[src/rtl/bkm_control_step_stim_pkg.sv]
// Shared definitions for the BKM step stimulus generator: FSM states,
// digit encodings, LFSR tap constant and small helper functions.
package bkm_control_step_stim_pkg;

  typedef enum logic [1:0] {
    ST_IDLE = 2'd0,
    ST_LOAD = 2'd1,
    ST_RUN  = 2'd2,
    ST_DONE = 2'd3
  } state_t;

  localparam logic [1:0] BKM_D_ZERO = 2'b00;
  localparam logic [1:0] BKM_D_POS  = 2'b01;
  localparam logic [1:0] BKM_D_NEG  = 2'b11;

  // Galois taps for x^64+x^63+x^61+x^60+1 (right-shifting form)
  localparam logic [63:0] LFSR_TAP = 64'hD800000000000000;

  // Raw 2'b10 has no digit meaning; it is folded onto zero.
  function automatic logic [1:0] legal_digit(input logic [1:0] raw);
    return (raw == 2'b10) ? BKM_D_ZERO : raw;
  endfunction

  // An all-zero seed would lock the LFSR, so it is replaced by 1.
  function automatic logic [63:0] fix_seed(input logic [63:0] seed);
    return (seed == 64'd0) ? 64'd1 : seed;
  endfunction

endpackage

[src/rtl/bkm_control_step_stim_if.sv]
// Vector stream between the stimulus generator (master) and the
// reference model / DUT consumers (slave).
interface bkm_control_step_stim_if #(
  parameter int W     = 64,
  parameter int LOG2N = 6
);
  logic             out_valid;
  logic             out_ready;
  logic             tb_mode;
  logic [1:0]       tb_format;
  logic [LOG2N-1:0] tb_n;
  logic [1:0]       tb_d_u_n;
  logic [1:0]       tb_d_v_n;
  logic [W-1:0]     tb_u_n;
  logic [W-1:0]     tb_v_n;

  modport master (
    output out_valid, tb_mode, tb_format, tb_n, tb_d_u_n, tb_d_v_n, tb_u_n, tb_v_n,
    input  out_ready
  );

  modport slave (
    input  out_valid, tb_mode, tb_format, tb_n, tb_d_u_n, tb_d_v_n, tb_u_n, tb_v_n,
    output out_ready
  );
endinterface

[src/rtl/bkm_control_step_stim_lfsr64_step.sv]
// One combinational Galois step of the 64-bit operand LFSR.
module lfsr64_step
  import bkm_control_step_stim_pkg::*;
(
  input  logic [63:0] cur,
  output logic [63:0] nxt
);

  assign nxt = (cur >> 1) ^ (cur[0] ? LFSR_TAP : 64'd0);

endmodule

[src/rtl/bkm_control_step_stim.sv]
// Stimulus generator: after start, emits N_VEC vectors over valid/ready
// with LFSR operands and a wrapping step index.
module bkm_control_step_stim
  import bkm_control_step_stim_pkg::*;
#(
  parameter int          W      = 64,
  parameter int          LOG2N  = 6,
  parameter int          N_VEC  = 1024,
  parameter logic [63:0] SEED_U = 64'h1,
  parameter logic [63:0] SEED_V = 64'h2
) (
  input  logic                         clk,
  input  logic                         arst,
  input  logic                         enable,
  input  logic                         start,
  input  logic                         cfg_mode,
  input  logic [1:0]                   cfg_format,
  input  logic [LOG2N-1:0]             cfg_n_last,
  bkm_control_step_stim_if.master      vec,
  output logic [31:0]                  vec_count,
  output logic                         busy,
  output logic                         done
);

  localparam logic [63:0] SEED_U_FIX = fix_seed(SEED_U);
  localparam logic [63:0] SEED_V_FIX = fix_seed(SEED_V);
  localparam logic [31:0] LAST_CNT   = 32'(N_VEC - 1);

  state_t           state_q, state_d;
  logic             accept_start;
  logic             xfer;
  logic             last_xfer;
  logic [63:0]      lfsr_u_q, lfsr_v_q;
  logic [63:0]      lfsr_u_nx, lfsr_v_nx;
  logic [LOG2N-1:0] n_last_q;

  lfsr64_step u_step_u (.cur(lfsr_u_q), .nxt(lfsr_u_nx));
  lfsr64_step u_step_v (.cur(lfsr_v_q), .nxt(lfsr_v_nx));

  assign xfer      = vec.out_valid & vec.out_ready;
  assign last_xfer = xfer & (vec_count == LAST_CNT);
  assign busy      = (state_q == ST_LOAD) || (state_q == ST_RUN);

  // Next-state logic; a start is only honoured when not busy.
  always_comb begin
    state_d      = state_q;
    accept_start = 1'b0;
    case (state_q)
      ST_IDLE, ST_DONE: begin
        if (start) begin
          state_d      = ST_LOAD;
          accept_start = 1'b1;
        end
      end
      ST_LOAD: state_d = ST_RUN;
      ST_RUN:  if (last_xfer) state_d = ST_DONE;
      default: state_d = ST_IDLE;
    endcase
  end

  // State register, frozen while enable is low.
  always_ff @(posedge clk or posedge arst) begin
    if (arst)        state_q <= ST_IDLE;
    else if (enable) state_q <= state_d;
  end

  // Operand LFSRs advance only when a vector is accepted; restarts continue.
  always_ff @(posedge clk or posedge arst) begin
    if (arst) begin
      lfsr_u_q <= SEED_U_FIX;
      lfsr_v_q <= SEED_V_FIX;
    end else if (enable && xfer) begin
      lfsr_u_q <= lfsr_u_nx;
      lfsr_v_q <= lfsr_v_nx;
    end
  end

  // Run control: config latch, valid, accepted-vector count and done flag.
  always_ff @(posedge clk or posedge arst) begin
    if (arst) begin
      vec.out_valid <= 1'b0;
      vec.tb_mode   <= 1'b0;
      vec.tb_format <= 2'b00;
      n_last_q      <= '0;
      vec_count     <= 32'd0;
      done          <= 1'b0;
    end else if (enable) begin
      if (accept_start) begin
        vec.tb_mode   <= cfg_mode;
        vec.tb_format <= cfg_format;
        n_last_q      <= cfg_n_last;
        vec_count     <= 32'd0;
        done          <= 1'b0;
      end
      if (state_q == ST_LOAD) vec.out_valid <= 1'b1;
      if (xfer) begin
        vec_count <= vec_count + 32'd1;
        if (last_xfer) begin
          vec.out_valid <= 1'b0;
          done          <= 1'b1;
        end
      end
    end
  end

  // Vector payload: loaded from the current LFSR state in LOAD, and from
  // the stepped state on each transfer so the next vector has no bubble.
  always_ff @(posedge clk or posedge arst) begin
    if (arst) begin
      vec.tb_n     <= '0;
      vec.tb_u_n   <= '0;
      vec.tb_v_n   <= '0;
      vec.tb_d_u_n <= BKM_D_ZERO;
      vec.tb_d_v_n <= BKM_D_ZERO;
    end else if (enable) begin
      if (state_q == ST_LOAD) begin
        vec.tb_n     <= '0;
        vec.tb_u_n   <= lfsr_u_q[W-1:0];
        vec.tb_v_n   <= lfsr_v_q[W-1:0];
        vec.tb_d_u_n <= legal_digit(lfsr_u_q[63:62]);
        vec.tb_d_v_n <= legal_digit(lfsr_v_q[63:62]);
      end else if (xfer) begin
        vec.tb_n     <= (vec.tb_n == n_last_q) ? '0 : vec.tb_n + LOG2N'(1);
        vec.tb_u_n   <= lfsr_u_nx[W-1:0];
        vec.tb_v_n   <= lfsr_v_nx[W-1:0];
        vec.tb_d_u_n <= legal_digit(lfsr_u_nx[63:62]);
        vec.tb_d_v_n <= legal_digit(lfsr_v_nx[63:62]);
      end
    end
  end

endmodule

[src/flat_wrapper.sv]
// flat-port wrapper written by rule: the top's interface ports become plain ports
module bkm_control_step_stim_flat import bkm_control_step_stim_pkg::*;
#(
  parameter int          W      = 64,
  parameter int          LOG2N  = 6,
  parameter int          N_VEC  = 1024,
  parameter logic [63:0] SEED_U = 64'h1,
  parameter logic [63:0] SEED_V = 64'h2
)
  (clk, arst, enable, start, cfg_mode, cfg_format, cfg_n_last, vec_count, busy, done, vec_out_valid, vec_tb_mode, vec_tb_format, vec_tb_n, vec_tb_d_u_n, vec_tb_d_v_n, vec_tb_u_n, vec_tb_v_n, vec_out_ready);
  bkm_control_step_stim_if #(.W(W), .LOG2N(LOG2N)) vec_i ();
  input  logic clk;
  input  logic arst;
  input  logic enable;
  input  logic start;
  input  logic cfg_mode;
  input  logic [1:0] cfg_format;
  input  logic [LOG2N-1:0] cfg_n_last;
  output logic [31:0] vec_count;
  output logic busy;
  output logic done;
  output wire logic [$bits(vec_i.out_valid)-1:0] vec_out_valid;
  output wire logic [$bits(vec_i.tb_mode)-1:0] vec_tb_mode;
  output wire logic [$bits(vec_i.tb_format)-1:0] vec_tb_format;
  output wire logic [$bits(vec_i.tb_n)-1:0] vec_tb_n;
  output wire logic [$bits(vec_i.tb_d_u_n)-1:0] vec_tb_d_u_n;
  output wire logic [$bits(vec_i.tb_d_v_n)-1:0] vec_tb_d_v_n;
  output wire logic [$bits(vec_i.tb_u_n)-1:0] vec_tb_u_n;
  output wire logic [$bits(vec_i.tb_v_n)-1:0] vec_tb_v_n;
  input wire logic [$bits(vec_i.out_ready)-1:0] vec_out_ready;
  assign vec_out_valid = vec_i.out_valid;
  assign vec_tb_mode = vec_i.tb_mode;
  assign vec_tb_format = vec_i.tb_format;
  assign vec_tb_n = vec_i.tb_n;
  assign vec_tb_d_u_n = vec_i.tb_d_u_n;
  assign vec_tb_d_v_n = vec_i.tb_d_v_n;
  assign vec_tb_u_n = vec_i.tb_u_n;
  assign vec_tb_v_n = vec_i.tb_v_n;
  assign vec_i.out_ready = vec_out_ready;
  bkm_control_step_stim #(.W(W), .LOG2N(LOG2N), .N_VEC(N_VEC), .SEED_U(SEED_U), .SEED_V(SEED_V)) u_core (.clk(clk), .arst(arst), .enable(enable), .start(start), .cfg_mode(cfg_mode), .cfg_format(cfg_format), .cfg_n_last(cfg_n_last), .vec(vec_i), .vec_count(vec_count), .busy(busy), .done(done));
endmodule
[config.mk]
export PLATFORM = sky130hd
export DESIGN_NAME = bkm_control_step_stim_flat
export DESIGN_NICKNAME = d
export VERILOG_FILES = /design/src/rtl/bkm_control_step_stim_pkg.sv /design/src/rtl/bkm_control_step_stim_if.sv /design/src/rtl/bkm_control_step_stim_lfsr64_step.sv /design/src/rtl/bkm_control_step_stim.sv /design/src/flat_wrapper.sv
export SDC_FILE = /design/constraint.sdc
export NUM_CORES = 1
export LEC_CHECK = 0
export ABC_CLOCK_PERIOD_IN_PS = 13000
export CAP_MARGIN = 5
export CORE_AREA = 2 2 168 170
export DETAILED_ROUTE_END_ITERATION = 6
export DIE_AREA = 0 0 170 172
export PLACE_DENSITY = 0.73
export SETUP_SLACK_MARGIN = 0.05
export SLEW_MARGIN = 20
export SYNTH_ARGS = -nofsm -noshare
export SYNTH_HDL_FRONTEND = slang
export SYNTH_SLANG_ARGS = --single-unit
[constraint.sdc]
create_clock -name clk -period 13 [get_ports clk]
set_input_delay 2.6 -clock clk [delete_from_list [all_inputs] [get_ports clk]]
set_output_delay 2.6 -clock clk [all_outputs]
set_load 0.03 [all_outputs]
==> metrics.txt <==
status=finished clean; Yosys cell types=51; synthesized area=13,600 sq um; Worst setup SP type=input port; Worst Path Required=13,360 ps; critical path class=input port to flip-flop; Max-slew headroom=27.9%; worst skew pair latency=500 ps; DRC=0; DR WL/cell=15.8 um; postcts setup bufs=0; DRT Pass-1 Iters=5; Critical Path Sink=u_core.vec_count[6]; Max clock buf depth=3; Synth Instances=1,432; fill count=2,301; site row count=61; Worst Setup SP=enable; Buffers on Ports=189; register area share after synthesis=57.3%; final setup vio count=0; Worst Tran Pin Value=1080 ps; largest net degree at the start of global routing=265; die width=170 um; unrepaired setup endpoints after global routing=false; Sink Count=311; antenna violations before repair=0; Worst Hold Depth=1; Synth Area per Inst=9.49 sq um; hold crit path type=flip-flop to flip-flop; CTS buffer count=34; FF-to-FF End=u_core.vec.tb_n[4]; number of global-route vias before repair=9,835; setup TNS=0 ps; worst-path fanout max=108; hold_buf cts=0; Syn Nets=1,453; worst vdd ir=0.107 mV; vias per std cell=5.37; endpoints failing hold=0; H-tree levels=2; post-CTS sizing=0; initial core utilization=49.5%; Worst setup EP type=flip-flop; Iter 0 DRT Violations=863; max_cap viols=0; Post-synth EDFFs=0; Top Ports=190; TritonCTS clock tree=built; Root Buffer=clkbuf_16; clock skew=16.8 ps; Post-DRT Antenna Nets=0; Post-Route WL=30,700 um; Vias=10,400; Fin Hold WS=474 ps; register bit total from synthesis=311; R2R Path Start=u_core.state_q[1]; post-layout net count=1,598; die area=29,200 sq um; Clock Pin Slew Worst Setup and Hold Paths=60 ps; static leakage=7.90 nW; number of synthesis warnings=0; period utilisation layout=37.0%; # diodes=0; Pwr Density=161 nW/um^2; Top FF cell, synth=dfrtp_1; first-pass GRT wire length=50,700 um; fmax=0.208 GHz; Placeable Area=27,500 sq um; post-route minimum period=4810 ps; most common cell after layout, fill and taps aside=nand2_1; layout cell share with drive strength beyond 1=4.57%; asr flop ratio synth=100%; max-slew violation count=0; Worst EP arrival=5170 ps; total grt overflow=0; Global Route Usage Sum=21.2%; worst hold path startpoint=u_core.vec.tb_u_n[62]; Area Overhead vs Synth=23.7%; R2R cell count=7; GP Congestion=0.813; most frequent cells in the layout=558 x nand2_1, 309 x dfrtp_1, 189 x clkdlybuf4s50_1, 133 x o21ai_0, 129 x mux2i_1; post-DP HPWL=18,900 um; DIE HEIGHT=172 um; Reg2Reg Setup Slack=10,320 ps
[cells by family (layout without fill, tap and decap cells)]
kind of cell | count (synthesis) | in the layout | synth area share (%)
AOI/OAI and AO/OA | 209 | 209 | 8.61
xor gates and xnor gates | 19 | 19 | 1.22
adders and majority gates | 7 | 7 | 0.644
buffers and inverters | 105 | 272 | 3.03
DFF | 311 | 311 | 57.3
muxes | 129 | 129 | 9.50
and+or+nand+nor | 652 | 652 | 19.7
[registers in the layout (all words and copies together), names as in the netlist]
name                  count
u_core.vec.tb_v_n        64
u_core.lfsr_v_q          64
u_core.vec.tb_mode        1
u_core.done               1
u_core.vec.tb_d_v_n       2
u_core.vec_count         32
u_core.vec.tb_d_u_n       2
u_core.n_last_q           6
u_core.vec.tb_u_n        64
u_core.vec.tb_format      2
u_core.state_q            2
u_core.vec.tb_n           6
u_core.lfsr_u_q          64
u_core.vec.out_valid      1
[synth_stat cells (all sizes together) (7+ instances only)]
cell	instances	area, sq um
a21oi	23	115
o31ai	11	82.6
dfrtp	309	7730
nand4	12	81.3
nor2	14	52.6
ha	7	87.6
or4	14	105
inv	16	60.1
clkbuf	78	293
nor4	9	56.3
nand2	558	2090
xnor2	9	78.8
o21ai	147	736
buf	11	58.8
xor2	10	87.6
mux2i	129	1290
nand3	18	90.1
and4	9	80.1
[critical path, stage by stage]
cell	delay [ps]
clkdlybuf4s50_1	850
and3_4	540
buf_6	670
o2111ai_1	250
xor2_1	180
nor2_1	60
[cell type report]
class	instances	area, sq um	share of cell area [%]
Clock buffer	49	998	5.94
Multi-Input combinational cell	1016	5440	32.3
Clock inverter	9	82.6	0.491
Sequential cell	311	7780	46.3
Tap cell	346	433	2.58
Inverter	16	67.6	0.402
Timing Repair Buffer	198	2000	11.9
[how the worst min path moves through the flow]
| stage | to | slack [ps] |
|---|---|---|
| floorplan | u_core.lfsr_v_q[1] | 450 |
| global placement | u_core.vec.tb_v_n[48] | 460 |
| detailed placement | u_core.vec.tb_u_n[62] | 460 |
| CTS | u_core.vec.tb_u_n[62] | 480 |
| global route | u_core.vec.tb_u_n[56] | 500 |
| finish | u_core.vec.tb_u_n[62] | 470 |
[per-layer routing]
metal / GRT usage [%] / share of wire, %
met5: 0 / 0
met4: 5.65 / 2.1
met3: 4.14 / 5.0
met2: 33.1 / 47
met1: 30.5 / 46
[stage by stage]
step	instances	instance area [sq um]	util, %	worst slack [ps]	power (mW)
6_report	1945	16800	61.2	8190	2.71
5_1_grt	1945	16800	61.2	7800	2.84
4_1_cts	1944	16800	61.0	7470	2.74
3_5_place_dp	1886	15700	57.1	6940	1.80
3_3_place_gp	1886	15700	57.1	6940	1.78
2_1_floorplan	1432	13600	-	1800	1.60
[report_power, final]
group          total, mW  switching [mW]  leakage, nW  internal, mW
clock network      0.934           0.380        0.534         0.554
registers           1.11          0.0717         4.29          1.04
logic              0.668           0.417         3.08         0.251
No activity file was read; power rests on OpenSTA's default activity.
